`config.mk`:
```
export PLATFORM = sky130hd
export DESIGN_NAME = generador_pwm_servos
export DESIGN_NICKNAME = d
export VERILOG_FILES = /design/src/rtl/generador_pwm_servos_pkg.sv /design/src/rtl/generador_pwm_servos_canal.sv /design/src/rtl/generador_pwm_servos.sv
export SDC_FILE = /design/constraint.sdc
export NUM_CORES = 1
export LEC_CHECK = 0
export ABC_AREA = 1
export CAP_MARGIN = 25
export CORE_MARGIN = 5
export CORE_UTILIZATION = 40
export CTS_BUF_LIST = sky130_fd_sc_hd__clkbuf_4
export CTS_CLUSTER_SIZE = 24
export DETAILED_ROUTE_END_ITERATION = 7
export PLACE_DENSITY_LB_ADDON = 0.2
export SYNTH_ARGS = -nofsm -noshare
export SYNTH_HDL_FRONTEND = slang
export SYNTH_SLANG_ARGS = --single-unit
```
`constraint.sdc`:
```
create_clock -name clk -period 5.75 [get_ports clk]
set_input_delay 1.15 -clock clk [delete_from_list [all_inputs] [get_ports clk]]
set_output_delay 1.15 -clock clk [all_outputs]
set_load 0.02 [all_outputs]
```
`src/rtl/generador_pwm_servos_pkg.sv`:
```
// Shared constants, types and helpers for the four-channel servo PWM generator.
package generador_pwm_servos_pkg;

  localparam int CICLOS_POR_US_DEF = 50;
  localparam int PERIODO_US_DEF    = 20000;
  localparam int PULSO_MIN_US_DEF  = 1000;
  localparam int PASO_Q8_DEF       = 1422;
  localparam int ANGULO_MAX_DEF    = 180;
  localparam int ANGULO_RESET_DEF  = 90;
  localparam int PASO_MAX_DEF      = 0;

  localparam int NUM_CANALES    = 4;
  localparam int ANCHO_ANGULO   = 8;
  localparam int ANCHO_PERIODO  = 15;
  localparam int ANCHO_PULSO    = 11;
  localparam int ANCHO_PRODUCTO = 18;

  typedef logic [ANCHO_ANGULO-1:0]   angulo_t;
  typedef logic [ANCHO_PERIODO-1:0]  cnt_periodo_t;
  typedef logic [ANCHO_PULSO-1:0]    ancho_us_t;
  typedef logic [ANCHO_PRODUCTO-1:0] producto_t;

  function automatic angulo_t limitar_angulo(input angulo_t angulo, input angulo_t maximo);
    return (angulo > maximo) ? maximo : angulo;
  endfunction

endpackage

```
`src/rtl/generador_pwm_servos_canal.sv`:
```
// One servo channel: clamps the target angle, slews the applied angle once per
// frame, converts it to a pulse width in microseconds and drives the PWM line.
module canal_pwm_servo
  import generador_pwm_servos_pkg::*;
#(
  parameter int PULSO_MIN_US = PULSO_MIN_US_DEF,
  parameter int PASO_Q8      = PASO_Q8_DEF,
  parameter int ANGULO_MAX   = ANGULO_MAX_DEF,
  parameter int ANGULO_RESET = ANGULO_RESET_DEF,
  parameter int PASO_MAX     = PASO_MAX_DEF
) (
  input  logic         clk,
  input  logic         reset_n,
  input  logic         frontera,
  input  logic         hab_q,
  input  cnt_periodo_t cnt_periodo,
  input  angulo_t      angulo_in,
  output logic         pwm
);

  localparam angulo_t   ANG_MAX   = angulo_t'(ANGULO_MAX);
  localparam angulo_t   ANG_RESET = angulo_t'(ANGULO_RESET);
  localparam angulo_t   PASO      = angulo_t'(PASO_MAX);
  localparam producto_t PASO_Q8_V = producto_t'(PASO_Q8);
  localparam producto_t PULSO_MIN = producto_t'(PULSO_MIN_US);

  angulo_t   obj;
  angulo_t   dif;
  angulo_t   apl_q;
  angulo_t   apl_d;
  producto_t producto;
  ancho_us_t ancho_us;
  logic      pwm_q;
  logic      pwm_d;

  // Clamp the target and move the applied angle toward it, only at frame boundaries
  always_comb begin
    obj   = limitar_angulo(angulo_in, ANG_MAX);
    dif   = (obj >= apl_q) ? (obj - apl_q) : (apl_q - obj);
    apl_d = apl_q;
    if (frontera) begin
      if ((PASO_MAX == 0) || (dif <= PASO)) begin
        apl_d = obj;
      end else if (obj > apl_q) begin
        apl_d = apl_q + PASO;
      end else begin
        apl_d = apl_q - PASO;
      end
    end
  end

  // Pulse width from the applied angle (Q8.8 scale, truncated) and frame-position compare
  always_comb begin
    producto = producto_t'(apl_q) * PASO_Q8_V;
    ancho_us = ancho_us_t'(PULSO_MIN + (producto >> 8));
    pwm_d    = hab_q && (cnt_periodo < cnt_periodo_t'(ancho_us));
  end

  // Applied-angle register and registered PWM output
  always_ff @(posedge clk) begin
    if (!reset_n) begin
      apl_q <= ANG_RESET;
      pwm_q <= 1'b0;
    end else begin
      apl_q <= apl_d;
      pwm_q <= pwm_d;
    end
  end

  assign pwm = pwm_q;

endmodule

```
`src/rtl/generador_pwm_servos.sv`:
```
// Four-channel hobby-servo PWM generator: shared microsecond prescaler, frame
// counter and frame-start pulse feeding four identical channel instances.
module generador_pwm_servos
  import generador_pwm_servos_pkg::*;
#(
  parameter int CICLOS_POR_US = CICLOS_POR_US_DEF,
  parameter int PERIODO_US    = PERIODO_US_DEF,
  parameter int PULSO_MIN_US  = PULSO_MIN_US_DEF,
  parameter int PASO_Q8       = PASO_Q8_DEF,
  parameter int ANGULO_MAX    = ANGULO_MAX_DEF,
  parameter int ANGULO_RESET  = ANGULO_RESET_DEF,
  parameter int PASO_MAX      = PASO_MAX_DEF
) (
  input  logic       clk,
  input  logic       reset_n,
  input  logic       habilitar,
  input  logic [7:0] angulo_servo_1,
  input  logic [7:0] angulo_servo_2,
  input  logic [7:0] angulo_servo_3,
  input  logic [7:0] angulo_servo_4,
  output logic       pwm_servo_1,
  output logic       pwm_servo_2,
  output logic       pwm_servo_3,
  output logic       pwm_servo_4,
  output logic       inicio_periodo
);

  localparam int ANCHO_US = $clog2(CICLOS_POR_US + 1);
  localparam logic [ANCHO_US-1:0] US_FIN  = ANCHO_US'(CICLOS_POR_US - 1);
  localparam cnt_periodo_t        PER_FIN = cnt_periodo_t'(PERIODO_US - 1);

  logic [ANCHO_US-1:0] cnt_us_q;
  logic [ANCHO_US-1:0] cnt_us_d;
  cnt_periodo_t        cnt_periodo_q;
  cnt_periodo_t        cnt_periodo_d;
  logic                hab_q;
  logic                hab_d;
  logic                inicio_q;
  logic                inicio_d;
  logic                tick_us;
  logic                frontera;

  angulo_t                angulos [NUM_CANALES];
  logic [NUM_CANALES-1:0] pwm;

  // Prescaler, frame counter, enable latch and frame-start pulse next-state
  always_comb begin
    tick_us       = (cnt_us_q == US_FIN);
    frontera      = tick_us && (cnt_periodo_q == PER_FIN);
    cnt_us_d      = tick_us ? '0 : (cnt_us_q + ANCHO_US'(1));
    cnt_periodo_d = cnt_periodo_q;
    if (frontera) begin
      cnt_periodo_d = '0;
    end else if (tick_us) begin
      cnt_periodo_d = cnt_periodo_q + cnt_periodo_t'(1);
    end
    hab_d    = frontera ? habilitar : hab_q;
    inicio_d = frontera;
  end

  // Shared timing registers
  always_ff @(posedge clk) begin
    if (!reset_n) begin
      cnt_us_q      <= '0;
      cnt_periodo_q <= '0;
      hab_q         <= 1'b0;
      inicio_q      <= 1'b0;
    end else begin
      cnt_us_q      <= cnt_us_d;
      cnt_periodo_q <= cnt_periodo_d;
      hab_q         <= hab_d;
      inicio_q      <= inicio_d;
    end
  end

  assign angulos[0] = angulo_servo_1;
  assign angulos[1] = angulo_servo_2;
  assign angulos[2] = angulo_servo_3;
  assign angulos[3] = angulo_servo_4;

  for (genvar g = 0; g < NUM_CANALES; g++) begin : g_canal
    canal_pwm_servo #(
      .PULSO_MIN_US (PULSO_MIN_US),
      .PASO_Q8      (PASO_Q8),
      .ANGULO_MAX   (ANGULO_MAX),
      .ANGULO_RESET (ANGULO_RESET),
      .PASO_MAX     (PASO_MAX)
    ) u_canal (
      .clk         (clk),
      .reset_n     (reset_n),
      .frontera    (frontera),
      .hab_q       (hab_q),
      .cnt_periodo (cnt_periodo_q),
      .angulo_in   (angulos[g]),
      .pwm         (pwm[g])
    );
  end

  assign pwm_servo_1    = pwm[0];
  assign pwm_servo_2    = pwm[1];
  assign pwm_servo_3    = pwm[2];
  assign pwm_servo_4    = pwm[3];
  assign inicio_periodo = inicio_q;

endmodule

```
==> flow_metrics.env <==
export IMPL_status="completed"
export IMPL_cp_end_kind="flip-flop"
export IMPL_fin_crit_sh=0.8887
export IMPL_gr_total_overflow=0
export IMPL_finish_utilization=0.4444
export IMPL_r2r_slack_ns=0.64
export IMPL_grt_max_degree=32
export IMPL_crit_buf_inv=8
export IMPL_finClkSkew_ns=0.02673
export IMPL_drv_slew=0
export IMPL_seqCellArea_sq_um=1181
export IMPL_fin_setup_tns_ns=0
export IMPL_fmax_mhz=195.7
export IMPL_synth_cell_types=40
export IMPL_drv_cap=0
export IMPL_hold_buffers=0
export IMPL_r2r_cells=29
export IMPL_wl_um=22980
export IMPL_vias_per_cell=4.990
export IMPL_syn_area_per_cell_sq_um=7.191
export IMPL_critPathTopFamily="adder cells"
export IMPL_seq_area_frac_synth=0.1184
export IMPL_peakVddDrop_mv=0.06885
export IMPL_start_util=0.4078
export IMPL_timing_worst_setup_path_type="reg2reg"
export IMPL_antenna_found_initial=1
export IMPL_cts_buffer_depth=2
export IMPL_placement_rows=57
export IMPL_area_growth_pct=8.981
export IMPL_dieArea_sq_um=28190
export IMPL_final_cells=1759
export IMPL_arrival_ns=5.50
export IMPL_clkLatencyLatePin_ns=0.47
export IMPL_drc_errors=0
export IMPL_drive_above_1_share=0.02441
export IMPL_min_to="cnt_us_q[3]$_SDFF_PP0_"
export IMPL_gp_congestion=0.9205
export IMPL_syn_area_sq_um=9975
export IMPL_synth_edf_count=0
export IMPL_ys_top_cells_by_area="ha_1, dfxtp_1, nand2_1, fa_1, inv_1"
export IMPL_yosysMostFrequentCell="nand2_1"
export IMPL_hold_viol_final=0
export IMPL_required_ns=6.14
export IMPL_synth_main_ff_cell="dfxtp_1"
export IMPL_drt_iter0_drc=377
export IMPL_place_inst=1742
export IMPL_io_buffers=39
export IMPL_core_sq_um=24460
export IMPL_rsz0062_at_grt="no"
export IMPL_cts_tree="yes"
export IMPL_whs_ns=0.4923
export IMPL_period_minus_slack_ns=5.110
export IMPL_multi_input_area_sq_um=7774
export IMPL_r2r_start="g_canal[2].u_canal.apl_q[6]$_SDFFE_PN1P_"
export IMPL_drt_pass1_iter_count=6
export IMPL_dpl_hpwl_um=19490
export IMPL_io_pin_count=40
export IMPL_numCtsBuffers=9
export IMPL_fillCellCount=2542
export IMPL_postCtsSetupRepairBufs=0
export IMPL_dpl_cell_area_sq_um=10700
export IMPL_dieHeight_um=167.9
export IMPL_max_slew_margin=0.5586
export IMPL_vias=8778
export IMPL_setup_violations=0
export IMPL_startpoint_type="flip-flop"
export IMPL_chipWidth_um=167.9
export IMPL_synthesis_instances=1387
export IMPL_groute_usage_overall=0.1685
export IMPL_drtAntennaViolNets=0
export IMPL_root_buffer="clkbuf_4"
export IMPL_holdPathStages=2
export IMPL_clkTransAtPathRegs_ns=0.14
export IMPL_min_delay_start="cnt_us_q[3]$_SDFF_PP0_"
export IMPL_worstMarginPinSlew_ns=0.6612
export IMPL_syn_nets=1711
export IMPL_crit_path_top_delay_cell="fa_1"
export IMPL_pwr_density_cell_nw_per_um2=77.75
export IMPL_wire_per_inst_um=13.06
export IMPL_worst_path_max_fanout=5
export IMPL_cpMostUsedCell="inv_1"
export IMPL_final_cell_area_sq_um=10870
export IMPL_r2r_end="g_canal[2].u_canal.pwm$_SDFF_PN0_"
export IMPL_hold_path_class="reg2reg"
export IMPL_layout_nets=1753
export IMPL_yosysTopAreaCell="ha_1"
export IMPL_synth_top_cell_area_share=0.2923
export IMPL_synthTopCellsByCount="nand2_1, inv_1, ha_1"
export IMPL_htree_levels=3
export IMPL_cts_resized=0
export IMPL_grt_pass1_wl_um=40130
export IMPL_ys_ff_latch=59
export IMPL_numClockSinks=59
export IMPL_yosysWarnings=0
export IMPL_p_leak_uw=0.005872
export IMPL_synthArstFlopShare=0
export IMPL_grt_pass1_vias=8470
export IMPL_crit_path_max_incr_delay_ns=0.53
[where the power goes]
part | switching, uW | internal [uW] | total (uW)
clock network | 206 | 178 | 384
registers | 1.93 | 410 | 412
logic | 23.4 | 25.6 | 49.0
total | 231 | 614 | 845
[tightest hold or removal path, stage by stage (launching register included)]
cell     delay [ns]
dfxtp_1        0.34
nand2_1        0.06
a21oi_1        0.06
[flip-flops by register name (all words and copies together), names as in the netlist]
register,flops
hab_q,1
cnt_us_q,6
cnt_periodo_q,15
g_canal.u_canal.apl_q,32
inicio_periodo,1
g_canal.u_canal.pwm,4
[final cells by class]
cell class | instances | share of cell area
multi-input cells | 1067 | 0.7151
flip-flops and latches | 59 | 0.1087
inverters | 253 | 0.08736
well taps | 324 | 0.03729
repair buffers | 39 | 0.03591
clock inverters | 7 | 0.009208
clock buffers | 9 | 0.006215
diodes | 1 | 0.0002302
[kinds of logic after synthesis]
kind of cell / share of synthesized area
and+or+nand+nor: 0.2555
buffers and inverters: 0.1022
adders and majority gates: 0.4047
xor gates and xnor gates: 0.03073
DFF: 0.1184
AOI/OAI and AO/OA: 0.08843
[layer usage]
metal,share of wire,track usage,vias up
li1,-,-,4634
met1,0.51,0.2345,4000
met2,0.45,0.2800,121
met3,0.030,0.01782,23
met4,0.016,0.04270,0
met5,0,0,-
[metrics by stage]
step	setup WS, ns	total power (uW)
after floorplan	1.090	439.4
after global placement	0.8265	470.4
after detailed placement	0.6816	470.3
after CTS	0.6363	861.3
after global routing	0.1688	882.5
final	0.6398	845.2
[worst max-delay path by stage]
stage | from | depth (start not counted) | slack [ns] | endpoint
global placement | g_canal[2].u_canal.apl_q[6]$_SDFFE_PN1P_ | 29 | 0.83 | g_canal[2].u_canal.pwm$_SDFF_PN0_
detailed placement | g_canal[0].u_canal.apl_q[6]$_SDFFE_PN1P_ | 29 | 0.68 | g_canal[0].u_canal.pwm$_SDFF_PN0_
finish | g_canal[2].u_canal.apl_q[6]$_SDFFE_PN1P_ | 29 | 0.64 | g_canal[2].u_canal.pwm$_SDFF_PN0_
CTS | g_canal[2].u_canal.apl_q[6]$_SDFFE_PN1P_ | 29 | 0.64 | g_canal[2].u_canal.pwm$_SDFF_PN0_
global route | g_canal[2].u_canal.apl_q[6]$_SDFFE_PN1P_ | 29 | 0.17 | g_canal[2].u_canal.pwm$_SDFF_PN0_
floorplan | g_canal[0].u_canal.apl_q[6]$_SDFFE_PN1P_ | 28 | 1.09 | g_canal[0].u_canal.pwm$_SDFF_PN0_
[cell usage in the layout, fill, tap and decap left out, types with 2 or more instances in the layout]
master and instances:
nand3_1 86, o21bai_1 4, nand4_1 30, and2_1 4, nor2_1 104, clkdlybuf4s50_1 39
nor2_2 2, inv_1 249, xnor2_1 21, o2111ai_1 2, dfxtp_1 59, a21o_1 6
a211oi_1 4, nand3b_1 12, nand2_1 308, fa_1 56, a21oi_1 96, nand3_2 2
bufinv_16 2, o21ai_1 5, o21ai_0 37, nor3_1 19, or2_2 2, nor3_2 2
clkbuf_4 9, ha_1 233, o21a_1 6, clkinvlp_4 3, inv_2 4, xor2_1 14
nor4_1 2
(Power assumes the default switching activity.)
